[src/rtl/fifo_burst_pkg.sv]
// Shared types and sizing helpers for the FIFO burst scheduler.
package fifo_burst_pkg;

  typedef enum logic [1:0] {
    ST_IDLE = 2'd0,
    ST_REQ  = 2'd1,
    ST_XFER = 2'd2
  } state_e;

  // Count ports carry one extra bit so a completely full FIFO is representable.
  function automatic int cnt_width(input int addr_width);
    return addr_width + 1;
  endfunction

  function automatic int timer_width(input int cycles);
    return (cycles < 1) ? 1 : $clog2(cycles + 1);
  endfunction

endpackage

[src/rtl/burst_out_reg.sv]
// One-entry registered valid/ready output stage carrying the burst beat data and last flag.
module burst_out_reg #(
  parameter int DATA_WIDTH = 128
) (
  input  logic                  clk,
  input  logic                  rstn,
  input  logic                  load,
  input  logic [DATA_WIDTH-1:0] load_dat,
  input  logic                  load_last,
  input  logic                  m_rdy,
  output logic                  m_vld,
  output logic [DATA_WIDTH-1:0] m_dat,
  output logic                  m_last
);

  always_ff @(posedge clk or negedge rstn) begin
    if (!rstn) begin
      m_vld  <= 1'b0;
      // NOTE: the data register is reset too, because its zero reset value is visible on the port.
      m_dat  <= '0;
      m_last <= 1'b0;
    end else if (load) begin
      m_vld  <= 1'b1;
      m_dat  <= load_dat;
      m_last <= load_last;
    end else if (m_vld && m_rdy) begin
      m_vld  <= 1'b0;
      m_last <= 1'b0;
    end
  end

endmodule

[src/rtl/fifo_burst_scheduler.sv]
// Read-side burst sequencer for the FWFT FIFO: requests a burst, then drains it on grant.
// Define FIFO_BURST_TIMEOUT_EN to flush partial bursts after TIMEOUT_CYCLES idle cycles.
module fifo_burst_scheduler
  import fifo_burst_pkg::*;
#(
  parameter int DATA_WIDTH     = 128,
  parameter int ADDR_WIDTH     = 8,
  parameter int BURST_LEN      = 16,
  parameter int TIMEOUT_CYCLES = 1024
) (
  input  logic                  clk,
  input  logic                  rstn,
  output logic                  fifo_rd_ena,
  input  logic [DATA_WIDTH-1:0] fifo_rd_dat,
  input  logic                  fifo_rd_empty,
  input  logic [ADDR_WIDTH:0]   fifo_rd_dat_cnt,
  output logic                  burst_req,
  output logic [ADDR_WIDTH:0]   burst_len,
  input  logic                  burst_ack,
  output logic                  m_vld,
  output logic [DATA_WIDTH-1:0] m_dat,
  output logic                  m_last,
  input  logic                  m_rdy,
  output logic                  busy
);

  localparam int               CNT_W    = cnt_width(ADDR_WIDTH);
  localparam logic [CNT_W-1:0] FULL_LEN = CNT_W'(BURST_LEN);
  localparam logic [CNT_W-1:0] ONE      = CNT_W'(1);

  state_e           state;
  logic [CNT_W-1:0] pop_cnt;
  logic             full_hit;
  logic             timeout_hit;
  logic             start;
  logic [CNT_W-1:0] start_len;

  // Full-width compare: a full FIFO sets the count MSB and must still qualify.
  assign full_hit  = (fifo_rd_dat_cnt >= FULL_LEN);
  assign start     = full_hit || timeout_hit;
  assign start_len = full_hit ? FULL_LEN : fifo_rd_dat_cnt;

  assign burst_req   = (state == ST_REQ);
  assign busy        = (state != ST_IDLE);
  assign fifo_rd_ena = (state == ST_XFER) && (pop_cnt != '0) && !fifo_rd_empty
                       && (!m_vld || m_rdy);

  always_ff @(posedge clk or negedge rstn) begin
    if (!rstn) begin
      state     <= ST_IDLE;
      pop_cnt   <= '0;
      burst_len <= '0;
    end else begin
      // NOTE: non-blocking assignments let every register here sample pre-edge values.
      case (state)
        ST_IDLE: begin
          if (start) begin
            state     <= ST_REQ;
            burst_len <= start_len;
            pop_cnt   <= start_len;
          end
        end
        ST_REQ: begin
          if (burst_ack) state <= ST_XFER;
        end
        ST_XFER: begin
          if (fifo_rd_ena) pop_cnt <= pop_cnt - ONE;
          if (m_vld && m_rdy && m_last) state <= ST_IDLE;
        end
        default: state <= ST_IDLE;
      endcase
    end
  end

`ifdef FIFO_BURST_TIMEOUT_EN
  localparam int               TMR_W   = timer_width(TIMEOUT_CYCLES);
  localparam logic [TMR_W-1:0] TMR_MAX = TMR_W'(TIMEOUT_CYCLES);

  logic [TMR_W-1:0] idle_cnt;
  logic             partial;

  // A full burst wins over a flush because full_hit masks the partial condition.
  assign partial     = (state == ST_IDLE) && (fifo_rd_dat_cnt != '0) && !full_hit;
  assign timeout_hit = partial && (idle_cnt == TMR_MAX);

  always_ff @(posedge clk or negedge rstn) begin
    if (!rstn) begin
      idle_cnt <= '0;
    end else if (partial && (idle_cnt != TMR_MAX)) begin
      idle_cnt <= idle_cnt + TMR_W'(1);
    end else begin
      idle_cnt <= '0;
    end
  end
`else
  assign timeout_hit = 1'b0;
`endif

  burst_out_reg #(
    .DATA_WIDTH(DATA_WIDTH)
  ) u_out_reg (
    .clk      (clk),
    .rstn     (rstn),
    .load     (fifo_rd_ena),
    .load_dat (fifo_rd_dat),
    .load_last(pop_cnt == ONE),
    .m_rdy    (m_rdy),
    .m_vld    (m_vld),
    .m_dat    (m_dat),
    .m_last   (m_last)
  );

endmodule

[config.mk]
export PLATFORM = sky130hd
export DESIGN_NAME = fifo_burst_scheduler
export DESIGN_NICKNAME = d
export VERILOG_FILES = /design/src/rtl/fifo_burst_pkg.sv /design/src/rtl/burst_out_reg.sv /design/src/rtl/fifo_burst_scheduler.sv
export SDC_FILE = /design/constraint.sdc
export NUM_CORES = 1
export LEC_CHECK = 0
export BUFFER_PORTS_ARGS = -buffer_cell sky130_fd_sc_hd__buf_4
export CAP_MARGIN = 20
export CORE_MARGIN = 5
export CORE_UTILIZATION = 44
export DETAILED_ROUTE_END_ITERATION = 12
export GPL_TIMING_DRIVEN = 0
export PLACE_DENSITY = 0.82
export SLEW_MARGIN = 20
export SYNTH_ARGS = -nofsm -noshare
export SYNTH_HDL_FRONTEND = slang
export SYNTH_SLANG_ARGS = --single-unit
[constraint.sdc]
create_clock -name clk -period 2.6 [get_ports clk]
set_input_delay 0.26 -clock clk [delete_from_list [all_inputs] [get_ports clk]]
set_output_delay 0.26 -clock clk [all_outputs]
set_load 0.02 [all_outputs]
==> flow_summary.yaml <==
timing:
  finalMaxSlewViolations: 0
  fmax_ghz: 0.404
  clock_skew_ns: 0.00528
  fin_crit_ns: 2.47
  post-route-period-util_pct: 95.2
  rsz0062_at_grt: "no"
  worstMarginPinSlew_ns: 0.713
  timing.hold.ws_ns: 0.0535
  finalSetupViolations: 0
  fin_setup_tns_ns: 0
  worst_slack_ns: 0.126
  max_slew_margin_pct: 52.4
  hold_viol: 0
synth:
  ys_ff_latch: 142
  ys.flop_type: "dfrtp_1"
  synth_edf_count: 0
  netlist_instances: 369
  avgSynthCellArea_um2: 16.2
  ys_seq_area_share_pct: 59.6
  ys_warn_count: 0
  ys_async_sr_fraction_pct: 100
  syn_area_um2: 5960
  synthDistinctLibCells: 35
grt:
  grt_pass1_vias: 4649
  antenna_found_initial: 0
  grt_pass1_wl_um: 24800
  track_usage_pct: 19.6
  grt_max_degree: 79
  overflow: 0
hold_path:
  hold_class: "in -> reg"
  whs_path_depth: 2
  worstHoldStart: "burst_ack"
  min_to: "state[0]"
die:
  die_w_um: 126
  ios: 284
  die_h_um: 126
  std_cell_rows: 42
  die_area_um2: 16000
  core_area_um2: 13200
  initial_utilization_pct: 45.0
final_layout:
  fillerInstances: 969
  drive_above_1_share_pct: 67.8
  design_area_um2: 8910
  syn2layout_area_growth_pct: 49.4
  ff_latch_area_um2: 3550
  multi_input_area_um2: 2210
  postLayoutCoreUtil_pct: 67.3
  antenna_cells: 0
  final-instance-count-excl-fill: 859
  layout.nets: 815
power_and_ir_drop:
  powerDensity_nw_per_um2: 1360
  ir_worst_vdd_uv: 738
  power.total_mw: 12.1
  p_leak_nw: 4.40
cts:
  clk_pin_slew_ns: 0.06
  cts_root_buffer: "clkbuf_16"
  cts_sinks: 142
  cts_tree: "yes"
  clock_latency_ns: 0.41
  h-tree-depth: 4
  cts.path.max_buffers: 2
  cts_made_buffers: 17
placed_design:
  placedCellCount: 824
  io_buffers: 271
  gp_congestion: 0.829
  dp_hpwl_um: 12100
  post-place-ws_ns: 0.136
  placed_cell_area_um2: 8280
critical_path:
  startpoint_type: "flip-flop"
  required_ns: 2.34
  arrival_ns: 2.21
  cp_max_fo: 19
  r2r_start: "pop_cnt[1]"
  rr_worst_depth: 8
  r2r_setup_slack_ns: 0.36
  endpoint_kind: "output pin"
  critical_path_class: "reg -> out"
  r2r-end: "u_out_reg.m_dat[24]"
routing:
  vias_per_cell: 4.80
  m1WireLength_um: 5920
  firstDrtPassIters: 4
  top_layer: "met4"
  route.met3.wl_um: 1350
  drc_errors: 0
  drt_iter0_markers: 153
  drt-wirelength-per-cell_um: 18.5
  routed-wl-met2_um: 8390
  final_antenna_net_count: 0
  num_vias: 4123
  wirelength_um: 15900
run_status:
  status: "completed"
run:
  cap_violations: 0
## report_power, final
part / internal [mW] / switching, mW
logic: 2.97 / 2.72
clock network: 1.50 / 0.927
registers: 3.29 / 0.676
## flip-flops by register name, summed over array words and instances (netlist names)
register	cells
u_out_reg.m_dat	128
pop_cnt	9
u_out_reg.m_vld	1
burst_len	1
state	2
u_out_reg.m_last	1
## worst max-delay path by stage
stage               slack (ns)     endpoint       start  depth (start not counted)
floorplan                 0.45   pop_cnt[1]  pop_cnt[1]                          9
global placement          0.18  fifo_rd_ena  pop_cnt[1]                          8
detailed placement        0.14  fifo_rd_ena  pop_cnt[1]                          8
CTS                       0.03  fifo_rd_ena  pop_cnt[1]                          7
global route              0.01  fifo_rd_ena  pop_cnt[1]                          7
finish                    0.13  fifo_rd_ena  pop_cnt[1]                          7
## kinds of logic after synthesis
family	after synthesis	synth area share [%]
flip-flops	142	59.6
AO/OA/AOI/OAI	21	2.43
buffers and inverters	32	3.78
adder cells (fa/ha/maj)	3	0.630
multiplexers	133	30.0
AND/OR/NAND/NOR	37	3.46
other	1	0.0629
## synth_stat cells (2+ instances only)
cell / instances / share of area, %
nand3_1: 7 / 0.59
a21oi_1: 2 / 0.17
mux2_2: 48 / 9.1
nor3b_1: 2 / 0.25
nor3_1: 4 / 0.34
o21ai_0: 7 / 0.59
nand2_1: 10 / 0.63
nand2b_1: 2 / 0.21
buf_4: 8 / 1.0
dfrtp_1: 142 / 60
nor4_1: 2 / 0.21
ha_1: 3 / 0.63
inv_1: 8 / 0.50
a31oi_1: 4 / 0.42
buf_6: 9 / 1.7
o21bai_1: 2 / 0.25
mux2_4: 80 / 20
nor2_1: 2 / 0.13
nand3b_1: 2 / 0.25
mux2i_1: 5 / 0.84
buf_2: 6 / 0.50
## routing by layer
metal | GRT usage (%) | up-vias
li1 | - | 1892
met4 | 6.37 | 0
met3 | 7.10 | 22
met5 | 0 | -
met2 | 35.1 | 187
met1 | 21.5 | 2022
## critical path, cell delays in order, from the launching register on
cell and delay, ns:
dfrtp_1 0.41, inv_2 0.09, ha_1 0.17, or4b_4 0.49, o211ai_4 0.21, inv_4 0.08
buf_8 0.18, buf_4 0.17
## what timing repair did
action | CTS | global route
pin swaps | 1 | 1
hold buffers | 1 | 0
gates resized for setup | 2 | 1
hold endpoints to repair | 77 | 0
endpoints found under the setup margin | 1 | 1
setup buffers | 2 | 1
## layout make-up
| cell class | count | share of cell area, % |
|---|---|---|
| Clock inverter | 15 | 1.94 |
| Multi-Input combinational cell | 202 | 24.8 |
| Inverter | 9 | 0.407 |
| Buffer | 22 | 2.13 |
| Tap cell | 176 | 2.47 |
| Clock buffer | 17 | 4.77 |
| Sequential cell | 142 | 39.9 |
| Timing Repair Buffer | 276 | 23.6 |
## layout by cell type (no fill, tap or decap), drive strengths merged, types with 2 or more instances in the layout
cell type | netlist | routed
nor4 | 2 | 2
bufinv | 0 | 3
ha | 3 | 3
mux2i | 5 | 5
mux2 | 128 | 128
a21oi | 2 | 2
nor3 | 4 | 4
conb | 1 | 8
clkbuf | 0 | 17
nor2 | 2 | 2
nand2 | 10 | 10
buf | 23 | 297
clkinv | 0 | 9
nand3b | 2 | 2
o21bai | 2 | 2
dfrtp | 142 | 142
inv | 9 | 9
nor3b | 2 | 2
clkinvlp | 0 | 3
or4 | 2 | 2
nand2b | 2 | 2
a31oi | 4 | 4
o21ai | 7 | 7
nand3 | 7 | 7
Note: power is estimated with default switching activity, not from simulation.
